===== src/rtl/shifter_pipe.sv =====
// shifter_pipe: pipelined barrel shifter / rotator, one register per level.
// Valid/ready back-pressure, sideband tag pass-through, synchronous flush.
module shifter_pipe #(
    parameter int WIDTH = 32,
    parameter int TAG_W = 4
) (
    input  logic                       Clk,
    input  logic                       Rst,
    input  logic                       Flush,
    input  logic                       In_valid,
    output logic                       In_ready,
    input  logic [WIDTH-1:0]           X,
    input  logic [$clog2(WIDTH)-1:0]   Sa,
    input  logic                       Right,
    input  logic                       Arith,
    input  logic                       Rotate,
    input  logic [TAG_W-1:0]           Tag,
    output logic                       Out_valid,
    input  logic                       Out_ready,
    output logic [WIDTH-1:0]           Sh,
    output logic [TAG_W-1:0]           Out_tag
);

    localparam int L = $clog2(WIDTH);

    typedef struct packed {
        logic             valid;
        logic [WIDTH-1:0] data;
        logic [L-1:0]     sa;
        logic             right;
        logic             arith;
        logic             rot;
        logic             pad;
        logic [TAG_W-1:0] tag;
    } stage_t;

    stage_t in_s;
    stage_t st_d [L];
    stage_t st_q [L];
    logic   advance;

    // Move d by s positions; vacated bits take pad, or the wrapped bits
    // when rotating. WIDTH is a power of two so the L-bit index wraps.
    function automatic logic [WIDTH-1:0] shift_f(
        input logic [WIDTH-1:0] d,
        input int               s,
        input logic             r,
        input logic             rot,
        input logic             pad
    );
        logic [WIDTH-1:0] o;
        logic [L-1:0]     idx;
        logic             wrap;
        o = '0;
        for (int i = 0; i < WIDTH; i++) begin
            if (r) begin
                idx  = L'(i + s);
                wrap = (i + s) >= WIDTH;
            end else begin
                idx  = L'(i - s);
                wrap = i < s;
            end
            o[i] = (wrap && !rot) ? pad : d[idx];
        end
        return o;
    endfunction

    // Level k handles the 2^(L-1-k) step, largest step first.
    function automatic stage_t step_f(input stage_t s, input int k);
        stage_t r;
        r = s;
        if (s.sa[L-1-k]) begin
            r.data = shift_f(s.data, 1 << (L-1-k), s.right, s.rot, s.pad);
        end
        return r;
    endfunction

    assign advance  = ~st_q[L-1].valid | Out_ready;
    assign In_ready = advance;

    // Bundle the operand; the fill bit is resolved once here.
    always_comb begin
        in_s       = '0;
        in_s.valid = In_valid;
        in_s.data  = X;
        in_s.sa    = Sa;
        in_s.right = Right;
        in_s.arith = Arith;
        in_s.rot   = Rotate;
        in_s.pad   = X[WIDTH-1] & Right & Arith & ~Rotate;
        in_s.tag   = Tag;
    end

    // Next-state of every level: predecessor moved by this level's step.
    always_comb begin
        st_d[0] = step_f(in_s, 0);
        for (int k = 1; k < L; k++) begin
            st_d[k] = step_f(st_q[k-1], k);
        end
    end

    // Whole pipe advances in lockstep; flush drops every valid, even stalled.
    always_ff @(posedge Clk or posedge Rst) begin
        if (Rst) begin
            for (int k = 0; k < L; k++) begin
                st_q[k] <= '0;
            end
        end else if (Flush) begin
            for (int k = 0; k < L; k++) begin
                st_q[k].valid <= 1'b0;
            end
        end else if (advance) begin
            for (int k = 0; k < L; k++) begin
                st_q[k] <= st_d[k];
            end
        end
    end

    assign Out_valid = st_q[L-1].valid;
    assign Sh        = st_q[L-1].data;
    assign Out_tag   = st_q[L-1].tag;

endmodule

===== config.mk =====
export PLATFORM = sky130hd
export DESIGN_NAME = shifter_pipe
export DESIGN_NICKNAME = d
export VERILOG_FILES = /design/src/rtl/shifter_pipe.sv
export SDC_FILE = /design/constraint.sdc
export NUM_CORES = 1
export LEC_CHECK = 0
export CAP_MARGIN = 15
export CORE_ASPECT_RATIO = 1.4
export CORE_MARGIN = 2
export CORE_UTILIZATION = 60
export CTS_CLUSTER_SIZE = 40
export DETAILED_ROUTE_END_ITERATION = 10
export DONT_BUFFER_PORTS = 1
export PLACE_DENSITY = 0.86
export SLEW_MARGIN = 20
export SYNTH_ARGS = -nofsm -noshare
export SYNTH_HDL_FRONTEND = slang
export SYNTH_SLANG_ARGS = --single-unit

===== constraint.sdc =====
create_clock -name Clk -period 7 [get_ports Clk]
set_input_delay 0.35 -clock Clk [delete_from_list [all_inputs] [get_ports Clk]]
set_output_delay 0.35 -clock Clk [all_outputs]
set_load 0.01 [all_outputs]

==> results of run 1 <==
-- critical path: cells and delay by family, from the launching register on --
family | cells | cell delay [ns]
DFF | 1 | 0.39
and+or+nand+nor | 2 | 0.90
muxes | 1 | 0.43
buffers and inverters | 2 | 0.76
-- final cells by class --
cell class	instances	area share
well taps	248	0.0254
flip-flops and latches	207	0.424
clock buffers	32	0.0523
inverters	3	0.00194
multi-input cells	752	0.476
clock inverters	4	0.00419
repair buffers	21	0.0164
-- kinds of logic (layout without fill, tap and decap cells) --
kind of cell / after synthesis / in the layout
muxes: 240 / 240
AOI/OAI and AO/OA: 274 / 274
and+or+nand+nor: 238 / 238
DFF: 207 / 207
buffers and inverters: 137 / 60
-- placed cells by master (no fill, tap or decap), types with 3 or more instances in the layout --
cell	synthesis	final
a21oi_1	102	102
dfrtp_1	207	205
mux2_4	108	108
a22oi_1	16	16
nor3_1	30	30
mux2i_1	99	99
dlygate4sd3_1	0	12
a211oi_1	16	16
a31o_2	14	14
nand2b_1	20	19
nand2_1	22	22
clkbuf_16	0	23
clkbuf_1	36	6
clkbuf_8	0	3
o311ai_0	14	14
o31ai_1	16	16
and2_1	14	14
buf_4	43	8
nor2_1	116	116
a2bb2oi_1	30	30
mux2_2	33	33
o21ai_0	61	61
nor2b_1	33	33
-- how the worst max path moves through the flow --
stage | endpoint | slack [ns] | cells past startpoint
global placement | st_d[96] | 4.39 | 5
detailed placement | Out_tag[3] | 4.35 | 5
CTS | st_d[97] | 4.34 | 5
global route | st_d[97] | 4.19 | 5
finish | st_d[97] | 4.38 | 5
floorplan | Out_tag[0] | 1.0 | 1
-- sequential cells by signal, indices dropped and copies added, names as in the netlist --
name,cells
st_d,42
st_q,128
Sh,32
Out_valid,1
Out_tag,4
-- Yosys cell counts (2+ instances only) --
cell type    n  area (sq um)
nand2_1     22          82.6
buf_2       36           180
nor3_1      30           150
a2bb2oi_1   30           263
nand2b_1    20           125
mux2_2      33           372
a22oi_1     16           120
o21ai_1      2          10.0
buf_8       10           150
inv_1        2          7.51
a21oi_1    102           510
a211oi_1    16           120
mux2i_1     99           991
buf_1        2          7.51
and2_1      14          87.6
a31o_2      14           123
buf_4       43           323
clkbuf_2     3          15.0
nor2_1     116           435
dfrtp_1    207          5180
o21ai_0     61           305
mux2_4     108          1620
o311ai_0    14           123
clkbuf_1    36           135
buf_6        4          45.0
nor2b_1     33           206
o31ai_1     16           120
-- stage by stage --
stage          total power [mW]  hold WS, ns  std cells   util  cell area [sq um]
6_report                   4.28      0.00681       1267  0.634              12200
5_1_grt                    4.51      0.00200       1267  0.634              12200
4_1_cts                    4.29     0.000384       1267  0.634              12200
3_5_place_dp               3.14        0.422       1219  0.592              11400
3_3_place_gp               3.07        0.425       1219  0.592              11400
2_1_floorplan              3.02        0.466       1096      -              11900
-- power breakdown --
| part | leakage, nW | total, mW | internal [mW] | switching (mW) |
|---|---|---|---|---|
| sequential | 2.41 | 1.99 | 1.53 | 0.461 |
| clock | 0.340 | 1.12 | 0.668 | 0.456 |
| combinational | 2.62 | 1.16 | 0.694 | 0.467 |
| total | 5.37 | 4.28 | 2.89 | 1.38 |
-- routing by layer --
layer,global-route usage,up-vias,wire length (um)
li1,-,3722,-
met3,0.0258,44,993
met5,0,-,0
met4,0.0735,0,647
met1,0.309,3866,10500
met2,0.411,214,12400
-- what timing repair did --
action / 4_1_cts / 5_1_grt
setup endpoints to repair: 0 / 0
hold buffers: 12 / 0
setup buffers: 0 / 0
hold endpoints to repair: 151 / 0
==> metrics.yaml, run 1 <==
outcome:
  status: "completed"
placement:
  portBuffers: 0
  dp_hpwl_um: 15500
  gp_congestion: 0.831
  pre_cts_slack_ns: 4.35
route:
  routedWlPerCell_um: 19.3
  antenna_left: 0
  viasPerCell: 6.19
  via_count: 7846
  wirelength_um: 24500
  drt_iter0_drc: 533
  drc: 0
  firstDrtPassIters: 5
worst_setup_path:
  startpoint_type: "register"
  critPathRequiredTime_ns: 7.38
  rr_startpoint: "Out_valid"
  crit_chain: "nor2b_4, buf_4, clkinv_4, nand2b_2, mux2_2"
  cpPeakStageDelay_ns: 0.75
  worstPathMaxFanout: 69
  cp-end-kind: "register"
  reg2reg_to: "st_d[97]"
  startpoint: "Out_valid"
  crit_slowest_cell: "nand2b_2"
  r2r_setup_slack_ns: 4.38
  critPathKind: "register to register"
  worstPathArrival_ns: 3.00
  reg2reg_depth: 5
sta:
  tns_ns: 0
  rsz0062_at_grt: "false"
  slew_headroom: 0.266
  worstMarginPinSlew_ns: 1.10
  timing.final.ws_setup_ns: 4.38
  fin_crit_ns: 2.62
  hold_viol: 0
  slew_violations: 0
  setup_viol_count_final: 0
  period_share: 0.374
  finalClockSkew_ns: 0.0106
  fmax_mhz: 382
clock_tree:
  cts_tree: "built"
  clkLatencyLatePin_ns: 0.50
  cts.sinks: 207
  path_clk_slew_ns: 0.06
  htreeDepth: 1
  cts_resized: 0
  cts-root-buf: "clkbuf_16"
  cts_buffer_depth: 3
  cts_buffers: 22
synthesis:
  synth_simple_gate_area_frac: 0.0945
  synth_compound_area_frac: 0.145
  synth_top_family_by_area: "multiplexers"
  synthesis.area_sq_um: 11900
  synth_area_per_cell_sq_um: 10.8
  syn-num-nets: 1145
  yosysUniqueCellTypes: 34
  synth.area.mux_share: 0.251
  synthArstFlopShare: 1.00
  ys_seq_area_frac: 0.436
  synth-edff-count: 0
  ys_warn_count: 0
  ys_seq_elements: 207
  syn_inst: 1096
  ys.flop_type: "dfrtp_1"
  synthAdderAreaFrac: 0
  yosys.area_share.xor_xnor: 0
hold_path:
  hold_start: "Sa[0]"
  min_path_type: "input pin to register"
  holdPathStages: 1
  min_to: "st_d[146]"
global_routing:
  grt_pass1_vias: 7823
  grtUsageTotal: 0.237
  grt_max_degree: 155
  grt_pass1_wl_um: 40200
  antenna_found_initial: 0
  grt-ovfl-total: 0
floorplanning:
  core_area_sq_um: 19300
  rows: 60
  die_area_sq_um: 20900
  fp.dieW_um: 123
  dieHeight_um: 170
  floorplan.initialDensity: 0.615
  ios: 87
layout:
  multi_input_area_sq_um: 5830
  nNetsFinal: 1056
  seq_area_sq_um: 5180
  post_route_cells_drive_above_1_share: 0.197
  fillers: 1450
  antenna_cells: 0
  syn_to_final_growth_pct: 3.01
power_and_ir_drop:
  p_per_area_nw_per_um2: 350
  max-vdd-ir-drop_uv: 182
  p_leak_nw: 5.37
run:
  maxCapViolations: 0
Note: power is estimated with default switching activity, not from simulation.
==> inputs of run 2 (changes only) <==
- clock period: 7 -> 2.6 ns (I/O delays scaled with it)
==> metrics.yaml, run 2 (same netlist as run 1, synthesis figures left out) <==
hold_path:
  min_path_type: "input pin to register"
  hold_start: "Flush"
floorplanning:
  die_area_sq_um: 20900  # unchanged
  ios: 87  # unchanged
  fp.dieW_um: 123  # unchanged
  core_area_sq_um: 19300  # unchanged
  floorplan.initialDensity: 0.615  # unchanged
  dieHeight_um: 170  # unchanged
  rows: 60  # unchanged
route:
  wirelength_um: 25300  # +3.3%
  drc: 0  # unchanged
  routedWlPerCell_um: 18.9  # -2.0%
  antenna_left: 0  # unchanged
  dr.max_layer_used: "met4"
  wl_met3_um: 1240  # +25%
  dr_wl_met2_um: 13000  # +5.2%
  firstDrtPassIters: 6  # +1
  drt_iter0_drc: 530  # -0.56%
  via_count: 8207  # +4.6%
  wl_met1_um: 10400  # -0.94%
  viasPerCell: 6.15  # -0.73%
sta:
  rsz0062_at_grt: "false"
  timing.hold.ws_ns: 0.103  # +0.0960 ns
  finalClockSkew_ns: 0.00750  # -0.00313 ns
  timing.final.ws_setup_ns: 0.157  # -4.23 ns
  worstMarginPinSlew_ns: 0.954  # -0.148 ns
  setup_viol_count_final: 0  # unchanged
  slew_violations: 0  # unchanged
  slew_headroom: 0.364  # +0.0986
  hold_viol: 0  # unchanged
  fmax_mhz: 409  # +7.1%
  fin_crit_ns: 2.44  # -0.174 ns
  period_share: 0.940  # +0.566
clock_tree:
  cts_tree: "built"
  clkLatencyLatePin_ns: 0.50  # about the same
  cts.sinks: 207  # unchanged
  cts_buffer_depth: 3  # unchanged
  cts-root-buf: "clkbuf_16"
  cts_setup_buffers: 0  # unchanged
  cts_buffers: 22  # unchanged
  path_clk_slew_ns: 0.06  # about the same
  htreeDepth: 1  # unchanged
layout:
  syn_to_final_growth_pct: 9.33
  multi_input_area_sq_um: 5830  # unchanged
  seq_area_sq_um: 5180  # unchanged
  final_cell_area_sq_um: 13000  # +6.1%
  post_route_cells_drive_above_1_share: 0.198  # +0.000540
  fillers: 1327  # -8.5%
  nNetsFinal: 1120  # +6.1%
  regMostFlops: "st_q"
  final_cell_mix: "205 x dfrtp_1, 116 x nor2_1, 108 x mux2_4"
  final_util: 0.673  # +0.0388
  largest_reg_flops: 128  # unchanged
  layout_commonest_cell: "dfrtp_1"
  antenna_cells: 0  # unchanged
global_routing:
  grt_pass1_wl_um: 41700  # +3.7%
  grt_max_degree: 87  # -44%
  grt-ovfl-total: 0  # unchanged
  grt_pass1_vias: 8066  # +3.1%
  grtUsageTotal: 0.247  # +0.0104
  antenna_found_initial: 0  # unchanged
worst_setup_path:
  worst-path-buf-inv: 3  # +1
  startpoint_type: "register"
  rr_startpoint: "Out_valid"
  cpLargestDelayFamily: "buffers and inverters"
  critPathKind: "register to register"
  crit_chain: "nor2b_4, clkinv_4, nand2b_2, buf_4, o31ai_1, dlygate4sd3_1"
  crit_slowest_cell: "dlygate4sd3_1"
  startpoint: "Out_valid"
  worstPathMaxFanout: 32  # -54%
  cpPeakStageDelay_ns: 0.59  # -0.16 ns
  worstPathArrival_ns: 2.82  # -0.18 ns
  cp-end-kind: "register"
  critPathRequiredTime_ns: 2.98  # -4.40 ns
placement:
  pre_cts_slack_ns: 0.747  # -3.61 ns
  placed_area_sq_um: 11500  # +0.76%
  dp_hpwl_um: 15900  # +2.6%
  gp_congestion: 0.835  # +0.45%
  portBuffers: 0  # unchanged
power_and_ir_drop:
  p_leak_nw: 5.70  # +6.2%
  p_total_mw: 11.8  # +180%
  p_per_area_nw_per_um2: 911  # +160%
  max-vdd-ir-drop_uv: 554  # +200%
outcome:
  status: "completed"
run:
  maxCapViolations: 0  # unchanged
==> run 2: cell types whose count changed in the layout (fill, tap and decap cells not counted), sizes merged <==
cell,before,now
buf,9,17
bufinv,1,3
clkbuf,32,30
clkinv,3,6
clkinvlp,0,3
dlygate4sd3,12,68
inv,3,1
==> run 2: per-layer routing <==
| metal | vias to the layer above | track usage |
|---|---|---|
| li1 | 3863 | - |
| met1 | 3994 | 0.314 |
| met2 | 296 | 0.432 |
| met3 | 54 | 0.0282 |
| met4 | 0 | 0.0880 |
| met5 | - | 0 |
==> run 2: final cells by class <==
class	instances	area share
clock inverters	10	0.0103
flip-flops and latches	207	0.399
well taps	248	0.0239
multi-input cells	752	0.449
repair buffers	85	0.0677
clock buffers	30	0.0487
inverters	3	0.00154
==> run 2: path summary, 6_finish.rpt <==
kind | slack (ns) | end | cells past startpoint
setup / recovery | 0.16 | st_q[226] | 6
hold / removal | 0.10 | st_q[154] | 3
setup reg to reg | 0.16 | st_q[226] | 6
hold reg to reg | 0.50 | st_d[102] | 1
max in group asynchronous | 1.62 | st_d[8] | 3
min in group asynchronous | 0.15 | Sh[12] | 2
==> run 2: worst min-delay path, cell delays in order <==
cell	delay [ns]
nor2_4	0.03
buf_12	0.20
a2bb2oi_1	0.17
==> run 2: timing repair <==
| action | CTS | global route |
|---|---|---|
| hold endpoints to repair | 143 | 0 |
| gates resized for setup | 0 | 0 |
| hold buffers | 69 | 0 |
==> run 2: where the power goes <==
| part | leakage [nW] | switching (mW) | internal [mW] |
|---|---|---|---|
| Sequential | 2.41 | 1.21 | 4.13 |
| Combinational | 2.92 | 1.28 | 1.95 |
| Clock | 0.372 | 1.25 | 2.00 |
==> run 2: per-stage QoR <==
stage	TNS, ns	cells
global route	0	1335
detailed placement	0	1226
global placement	0	1226
floorplan	-44.76	1096
finish	0	1335
CTS	0	1335
